File: src/rtl/binary_mac_sequencer_if.sv
// Operand stream, dot-product unit link and result channel of the MAC sequencer.
// slave = sequencer side, master = streamer/consumer/dot-product unit side.
interface binary_mac_sequencer_if #(
  parameter int SIZE    = 2,
  parameter int SETS    = 2,
  parameter int MAX_LEN = 8
);
  localparam int DP_W  = (SIZE << 1) + SETS;
  localparam int LEN_W = $clog2(MAX_LEN + 1);
  localparam int ACC_W = DP_W + $clog2(MAX_LEN);
  localparam int VEC_W = SETS * SIZE;

  logic             start;
  logic [LEN_W-1:0] len;
  logic             in_valid;
  logic             in_ready;
  logic [VEC_W-1:0] in_a;
  logic [VEC_W-1:0] in_b;
  logic             dp_valid;
  logic [VEC_W-1:0] dp_a;
  logic [VEC_W-1:0] dp_b;
  logic [DP_W-1:0]  dp_sum;
  logic             res_valid;
  logic             res_ready;
  logic [ACC_W-1:0] res_data;
  logic             busy;

  modport slave (
    input  start, len, in_valid, in_a, in_b, dp_sum, res_ready,
    output in_ready, dp_valid, dp_a, dp_b, res_valid, res_data, busy
  );

  modport master (
    output start, len, in_valid, in_a, in_b, dp_sum, res_ready,
    input  in_ready, dp_valid, dp_a, dp_b, res_valid, res_data, busy
  );
endinterface

File: src/rtl/binary_mac_sequencer.sv
// Feeds operand beats through registered dp_* ports to an external dot-product unit and
// accumulates its per-beat sum over a run of up to MAX_LEN beats.
module binary_mac_sequencer #(
  parameter int SIZE    = 2,
  parameter int SETS    = 2,
  parameter int MAX_LEN = 8
) (
  input  logic                  clock,
  input  logic                  reset_n,
  binary_mac_sequencer_if.slave bus
);
  localparam int DP_W  = (SIZE << 1) + SETS;
  localparam int LEN_W = $clog2(MAX_LEN + 1);
  localparam int ACC_W = DP_W + $clog2(MAX_LEN);
  localparam int VEC_W = SETS * SIZE;

  typedef enum logic [1:0] {IDLE, ACCUM, DRAIN, DONE} state_t;

  state_t           state_q;
  logic [LEN_W-1:0] eff_len_q, issued_q, added_q;
  logic [ACC_W-1:0] acc_q, res_data_q;
  logic [VEC_W-1:0] dp_a_q, dp_b_q;
  logic             dp_valid_q, in_ready_q, res_valid_q, busy_q;

  logic [LEN_W-1:0] len_sat, issued_d, added_d;
  logic [ACC_W-1:0] acc_d;
  logic             hs, add_en;

  assign len_sat  = (bus.len > LEN_W'(MAX_LEN)) ? LEN_W'(MAX_LEN) : bus.len;
  // in_ready is a register, so the handshake never loops back through in_valid
  assign hs       = bus.in_valid & in_ready_q;
  assign issued_d = issued_q + 1'b1;
  assign added_d  = added_q + 1'b1;
  assign acc_d    = acc_q + ACC_W'(bus.dp_sum);
  assign add_en   = dp_valid_q && (added_q < eff_len_q);

  always_ff @(posedge clock or negedge reset_n) begin
    if (!reset_n) begin
      state_q     <= IDLE;
      eff_len_q   <= '0;
      issued_q    <= '0;
      added_q     <= '0;
      acc_q       <= '0;
      res_data_q  <= '0;
      dp_a_q      <= '0;
      dp_b_q      <= '0;
      dp_valid_q  <= 1'b0;
      in_ready_q  <= 1'b0;
      res_valid_q <= 1'b0;
      busy_q      <= 1'b0;
    end else begin
      case (state_q)
        IDLE: if (bus.start) begin
          eff_len_q <= len_sat;
          acc_q     <= '0;
          issued_q  <= '0;
          added_q   <= '0;
          busy_q    <= 1'b1;
          if (len_sat == '0) begin
            res_data_q  <= '0;
            res_valid_q <= 1'b1;
            state_q     <= DONE;
          end else begin
            in_ready_q <= 1'b1;
            state_q    <= ACCUM;
          end
        end
        ACCUM: begin
          if (add_en) begin
            acc_q   <= acc_d;
            added_q <= added_d;
          end
          if (hs) begin
            dp_a_q     <= bus.in_a;
            dp_b_q     <= bus.in_b;
            dp_valid_q <= 1'b1;
            issued_q   <= issued_d;
            if (issued_d == eff_len_q) begin
              in_ready_q <= 1'b0;
              state_q    <= DRAIN;
            end
          end else begin
            dp_valid_q <= 1'b0;
          end
        end
        DRAIN: begin
          // last beat's sum is folded straight into the presented result
          dp_valid_q  <= 1'b0;
          res_valid_q <= 1'b1;
          state_q     <= DONE;
          if (add_en) begin
            acc_q      <= acc_d;
            added_q    <= added_d;
            res_data_q <= acc_d;
          end else begin
            res_data_q <= acc_q;
          end
        end
        DONE: if (bus.res_ready) begin
          res_valid_q <= 1'b0;
          busy_q      <= 1'b0;
          state_q     <= IDLE;
        end
        default: state_q <= IDLE;
      endcase
    end
  end

  assign bus.in_ready  = in_ready_q;
  assign bus.dp_valid  = dp_valid_q;
  assign bus.dp_a      = dp_a_q;
  assign bus.dp_b      = dp_b_q;
  assign bus.res_valid = res_valid_q;
  assign bus.res_data  = res_data_q;
  assign bus.busy      = busy_q;
endmodule

File: src/flat_wrapper.sv
// flat-port wrapper written by rule: the top's interface ports become plain ports
module binary_mac_sequencer_flat 
#(
  parameter int SIZE    = 2,
  parameter int SETS    = 2,
  parameter int MAX_LEN = 8
)
  (clock, reset_n, bus_start, bus_len, bus_in_valid, bus_in_a, bus_in_b, bus_dp_sum, bus_res_ready, bus_in_ready, bus_dp_valid, bus_dp_a, bus_dp_b, bus_res_valid, bus_res_data, bus_busy);
  binary_mac_sequencer_if #(.SIZE(SIZE), .SETS(SETS), .MAX_LEN(MAX_LEN)) bus_i ();
  input  logic clock;
  input  logic reset_n;
  input wire logic [$bits(bus_i.start)-1:0] bus_start;
  input wire logic [$bits(bus_i.len)-1:0] bus_len;
  input wire logic [$bits(bus_i.in_valid)-1:0] bus_in_valid;
  input wire logic [$bits(bus_i.in_a)-1:0] bus_in_a;
  input wire logic [$bits(bus_i.in_b)-1:0] bus_in_b;
  input wire logic [$bits(bus_i.dp_sum)-1:0] bus_dp_sum;
  input wire logic [$bits(bus_i.res_ready)-1:0] bus_res_ready;
  output wire logic [$bits(bus_i.in_ready)-1:0] bus_in_ready;
  output wire logic [$bits(bus_i.dp_valid)-1:0] bus_dp_valid;
  output wire logic [$bits(bus_i.dp_a)-1:0] bus_dp_a;
  output wire logic [$bits(bus_i.dp_b)-1:0] bus_dp_b;
  output wire logic [$bits(bus_i.res_valid)-1:0] bus_res_valid;
  output wire logic [$bits(bus_i.res_data)-1:0] bus_res_data;
  output wire logic [$bits(bus_i.busy)-1:0] bus_busy;
  assign bus_i.start = bus_start;
  assign bus_i.len = bus_len;
  assign bus_i.in_valid = bus_in_valid;
  assign bus_i.in_a = bus_in_a;
  assign bus_i.in_b = bus_in_b;
  assign bus_i.dp_sum = bus_dp_sum;
  assign bus_i.res_ready = bus_res_ready;
  assign bus_in_ready = bus_i.in_ready;
  assign bus_dp_valid = bus_i.dp_valid;
  assign bus_dp_a = bus_i.dp_a;
  assign bus_dp_b = bus_i.dp_b;
  assign bus_res_valid = bus_i.res_valid;
  assign bus_res_data = bus_i.res_data;
  assign bus_busy = bus_i.busy;
  binary_mac_sequencer #(.SIZE(SIZE), .SETS(SETS), .MAX_LEN(MAX_LEN)) u_core (.clock(clock), .reset_n(reset_n), .bus(bus_i));
endmodule
File: config.mk
export PLATFORM = sky130hd
export DESIGN_NAME = binary_mac_sequencer_flat
export DESIGN_NICKNAME = d
export VERILOG_FILES = /design/src/rtl/binary_mac_sequencer_if.sv /design/src/rtl/binary_mac_sequencer.sv /design/src/flat_wrapper.sv
export SDC_FILE = /design/constraint.sdc
export NUM_CORES = 1
export LEC_CHECK = 0
export BUFFER_PORTS_ARGS = -buffer_cell sky130_fd_sc_hd__buf_2
export CELL_PAD_IN_SITES_DETAIL_PLACEMENT = 1
export CELL_PAD_IN_SITES_GLOBAL_PLACEMENT = 1
export CORE_MARGIN = 1
export CORE_UTILIZATION = 41
export CTS_BUF_LIST = sky130_fd_sc_hd__clkbuf_8
export CTS_CLUSTER_SIZE = 30
export DETAILED_ROUTE_END_ITERATION = 16
export MAX_ROUTING_LAYER = met4
export PLACE_DENSITY_LB_ADDON = 0.1
export SETUP_SLACK_MARGIN = 0.3
export SYNTH_ARGS = -nofsm -noshare
export SYNTH_HDL_FRONTEND = slang
export SYNTH_SLANG_ARGS = --single-unit
File: constraint.sdc
create_clock -name clock -period 1.9 [get_ports clock]
set_input_delay 0.095 -clock clock [delete_from_list [all_inputs] [get_ports clock]]
set_output_delay 0.095 -clock clock [all_outputs]
set_load 0.005 [all_outputs]
==> flow_metrics.py <==
metrics = {
    "timing": {
        "holdWs_ns": 0.01148,
        "timing.clock.skew_ns": 0.01268,
        "min_period_over_period_pct": 101.0,
        "timing.final.hold_violations": 0,
        "max_freq_ghz": 0.5211,
        "grt_setup_unrepaired": "yes",
        "finalSetupTns_ns": -0.03401,
        "worstMarginPinSlew_ns": 0.5501,
        "min_cycle_time_layout_ns": 1.919,
        "finalMaxSlewViolations": 0,
        "final-setup-viol-count": 2,
        "relative_slew_slack_pct": 63.33,
        "worst_slack_ns": -0.01918,
    },
    "yosys": {
        "synth-seq-cells": 44,
        "avgSynthCellArea_um2": 9.776,
        "synth_async_sr_flop_share_pct": 100.0,
        "synth.top_cell.area_share_pct": 41.26,
        "synth_enable_flop_cells": 0,
        "netlist-cell-type-count": 46,
        "synthMostInstantiatedCell": "dfrtp_1",
        "ys_top_cells_by_count": "44 x dfrtp_1, 32 x nand2_1, 24 x o21ai_0",
        "main_area_contributors_after_synthesis": "dfrtp_1 41%, ha_1 7.5%, o21ai_0 4.5%",
        "synth.cell_area_um2": 2669,
        "synth_area_leader_cell": "dfrtp_1",
        "synthesis.nets": 313,
        "postSynth.topFlopCell": "dfrtp_1",
        "yosysWarningCount": 0,
        "post_synth_inst_count": 273,
        "synth_seq_area_share_pct": 41.26,
    },
    "global_routing": {
        "number_of_antenna_violations_at_the_first_check_in_global_routing": 0,
        "first_global_vias": 2677,
        "pin_count_of_the_biggest_net_entering_global_routing": 24,
        "grt_first_pass_wirelength_um": 13140,
        "grt-ovfl-total": 0,
        "grt_use_total_pct": 27.26,
    },
    "route": {
        "wire_per_inst_um": 19.75,
        "drtIter0Drc": 87,
        "routed_wl_um": 8887,
        "route.detailed.drc": 0,
        "via_density": 5.604,
        "total_number_of_vias": 2522,
        "drtPass1Iterations": 5,
        "final_antenna_net_count": 0,
    },
    "placement": {
        "portBuffers": 43,
        "gp_routability_congestion": 0.8938,
        "place_hpwl_um": 5719,
        "dpl.cell_count": 413,
    },
    "finish": {
        "final_core_utilization_pct": 61.59,
        "synthToLayoutAreaGrowth_pct": 45.71,
        "num-nets-final": 412,
        "final_layout_size_suffix_gt1_share_pct": 46.11,
        "diodes": 0,
        "filler_cell_count": 705,
        "instances_no_fill": 450,
    },
    "clock_network": {
        "clock_insertion_delay_worst_skew_ns": 0.32,
        "clock_tree.buffer_depth": 2,
        "clkSinkCount": 44,
        "cts_tree": "built",
        "cts-htree-levels": 2,
        "cts_made_buffers": 5,
        "clk_root_buffer_cell": "clkbuf_8",
        "clk_pin_slew_worst_paths_ns": 0.10,
    },
    "job": {
        "max_cap_violations": 0,
    },
    "min_path": {
        "endpoint_with_the_worst_hold_slack": "u_core.bus.dp_b[2]",
        "worstHoldStart": "bus_in_b[2]",
        "min_path_type": "in2reg",
        "worstHoldPathCells": 2,
    },
    "floorplan": {
        "floorplan.die.width_um": 82.68,
        "die_area_um2": 6836,
        "initial_utilization_pct": 42.27,
        "row_count": 29,
        "pin_count": 44,
        "core_region_area_um2": 6314,
        "die_h_um": 82.68,
    },
    "pwr": {
        "intPower_w": 0.003697,
        "power-per-cell-area_nw_per_um2": 1707,
        "leakage_nw": 1.769,
        "power.combinational.fraction_pct": 66.9,
        "clock_power_share_pct": 9.9,
        "power.share.switching_pct": 44.29,
        "total_switching_power_w": 0.002939,
        "total_power_w": 0.006636,
        "ir_worst_vdd_mv": 0.7156,
        "share_seq_of_total_power_pct": 23.2,
    },
    "worst_setup_path": {
        "crit_path_start": "u_core.eff_len_q[3]",
        "worst-path-max-fanout": 5,
        "timing.critical_path.to_type": "flip-flop",
        "timing.critical_path.required_ns": 2.14,
        "worst_path_class_setup": "reg2reg",
        "arrival_time_at_the_worst_endpoint_ns": 2.16,
        "ff2ff_setup_slack_ns": -0.02,
        "critical_path.reg2reg.endpoint": "u_core.acc_q[8]",
        "timing.critical_path.from_type": "flip-flop",
        "worst-r2r-cell-count": 7,
        "worstReg2RegStart": "u_core.eff_len_q[3]",
    },
    "outcome": {
        "failing_checks": "setup timing",
        "outcome": "complete, but fails checks",
    },
}
## sequential cells by signal (all words and copies together) (netlist names)
| signal | cells |
|---|---|
| u_core.acc_q | 9 |
| u_core.added_q | 4 |
| u_core.bus.busy | 1 |
| u_core.bus.dp_a | 4 |
| u_core.bus.dp_b | 4 |
| u_core.bus.dp_valid | 1 |
| u_core.bus.in_ready | 1 |
| u_core.bus.res_data | 9 |
| u_core.bus.res_valid | 1 |
| u_core.eff_len_q | 4 |
| u_core.issued_q | 4 |
| u_core.state_q | 2 |
## critical path, cell delays in order (launching register included)
cell and delay [ns]:
dfrtp_1 0.38, inv_2 0.06, ha_4 0.15, nand2b_4 0.17, a2111o_1 0.51, nand2_4 0.17
nand3_1 0.17, o221ai_2 0.22
## power by group through the flow
stage	clock, W	sequential (W)	combinational [W]
detailed placement	0	0.00155	0.00336
global route	0.000697	0.00158	0.00480
floorplan	0	0.00151	0.00216
CTS	0.000674	0.00152	0.00399
finish	0.000660	0.00154	0.00444
global placement	0	0.00153	0.00328
## layout by cell type, fill, tap and decap left out, types with 8 or more instances in the layout
cell	netlist	final
a21oi_1	12	8
buf_2	3	43
buf_4	0	43
dfrtp_1	44	40
ha_4	0	9
mux2_2	10	9
mux2i_1	11	10
nand2_1	32	27
nand3_1	12	9
nor2_1	9	8
o21ai_0	24	13
## stage by stage
step | area (µm²) | worst slack (ns)
final | 3889 | -0.01918
after global routing | 3889 | -0.04307
after CTS | 3701 | 0.008884
after detailed placement | 3269 | -0.003300
after global placement | 3269 | 0.04522
after floorplan | 2774 | 0.1251
## routing by layer
metal / vias up / track usage (%) / wire, µm
li1: 1200 / - / -
met1: 1254 / 32.10 / 3777
met2: 52 / 47.30 / 4667
met3: 16 / 3.736 / 258
met4: 0 / 9.828 / 184
met5: - / - / 0
## worst max path at each step
stage / to / slack, ns / cells past startpoint
after global routing: u_core.bus.res_data[8] / -0.04 / 7
final: u_core.acc_q[8] / -0.02 / 7
after global placement: u_core.state_q[1] / 0.05 / 6
after detailed placement: u_core.bus.res_data[8] / -0.003 / 7
after CTS: u_core.acc_q[4] / 0.009 / 7
after floorplan: u_core.bus.res_data[6] / 0.13 / 6
## repair_timing
item / in CTS / in global routing
gates resized for setup: 34 / 24
cloned: 1 / 0
endpoints found under the hold margin: 25 / 0
hold buffers: 5 / 0
buffers inserted: 15 / 8
pin swaps: 18 / 26
endpoints found under the setup margin: 36 / 26
## cell type report
type	count	area [µm²]	area share, %
multi-input combinational	209	1832	47.10
sequential	44	1106	28.44
timing repair buffer	100	715.7	18.40
tap	77	96.34	2.477
clock buffer	5	68.82	1.770
inverter	12	45.04	1.158
clock inverter	3	25.02	0.6435
## cell families (layout without fill, tap and decap cells)
| family | count (synthesis) | after routing | share of synthesized area [%] |
|---|---|---|---|
| compound gates | 78 | 78 | 20.25 |
| xor+xnor | 11 | 11 | 3.610 |
| fa+ha+maj | 17 | 17 | 8.251 |
| buf+inv | 21 | 120 | 3.094 |
| flops | 44 | 44 | 41.26 |
| mux | 21 | 21 | 8.345 |
| simple gates | 81 | 82 | 15.19 |
Note: power is estimated with default switching activity, not from simulation.
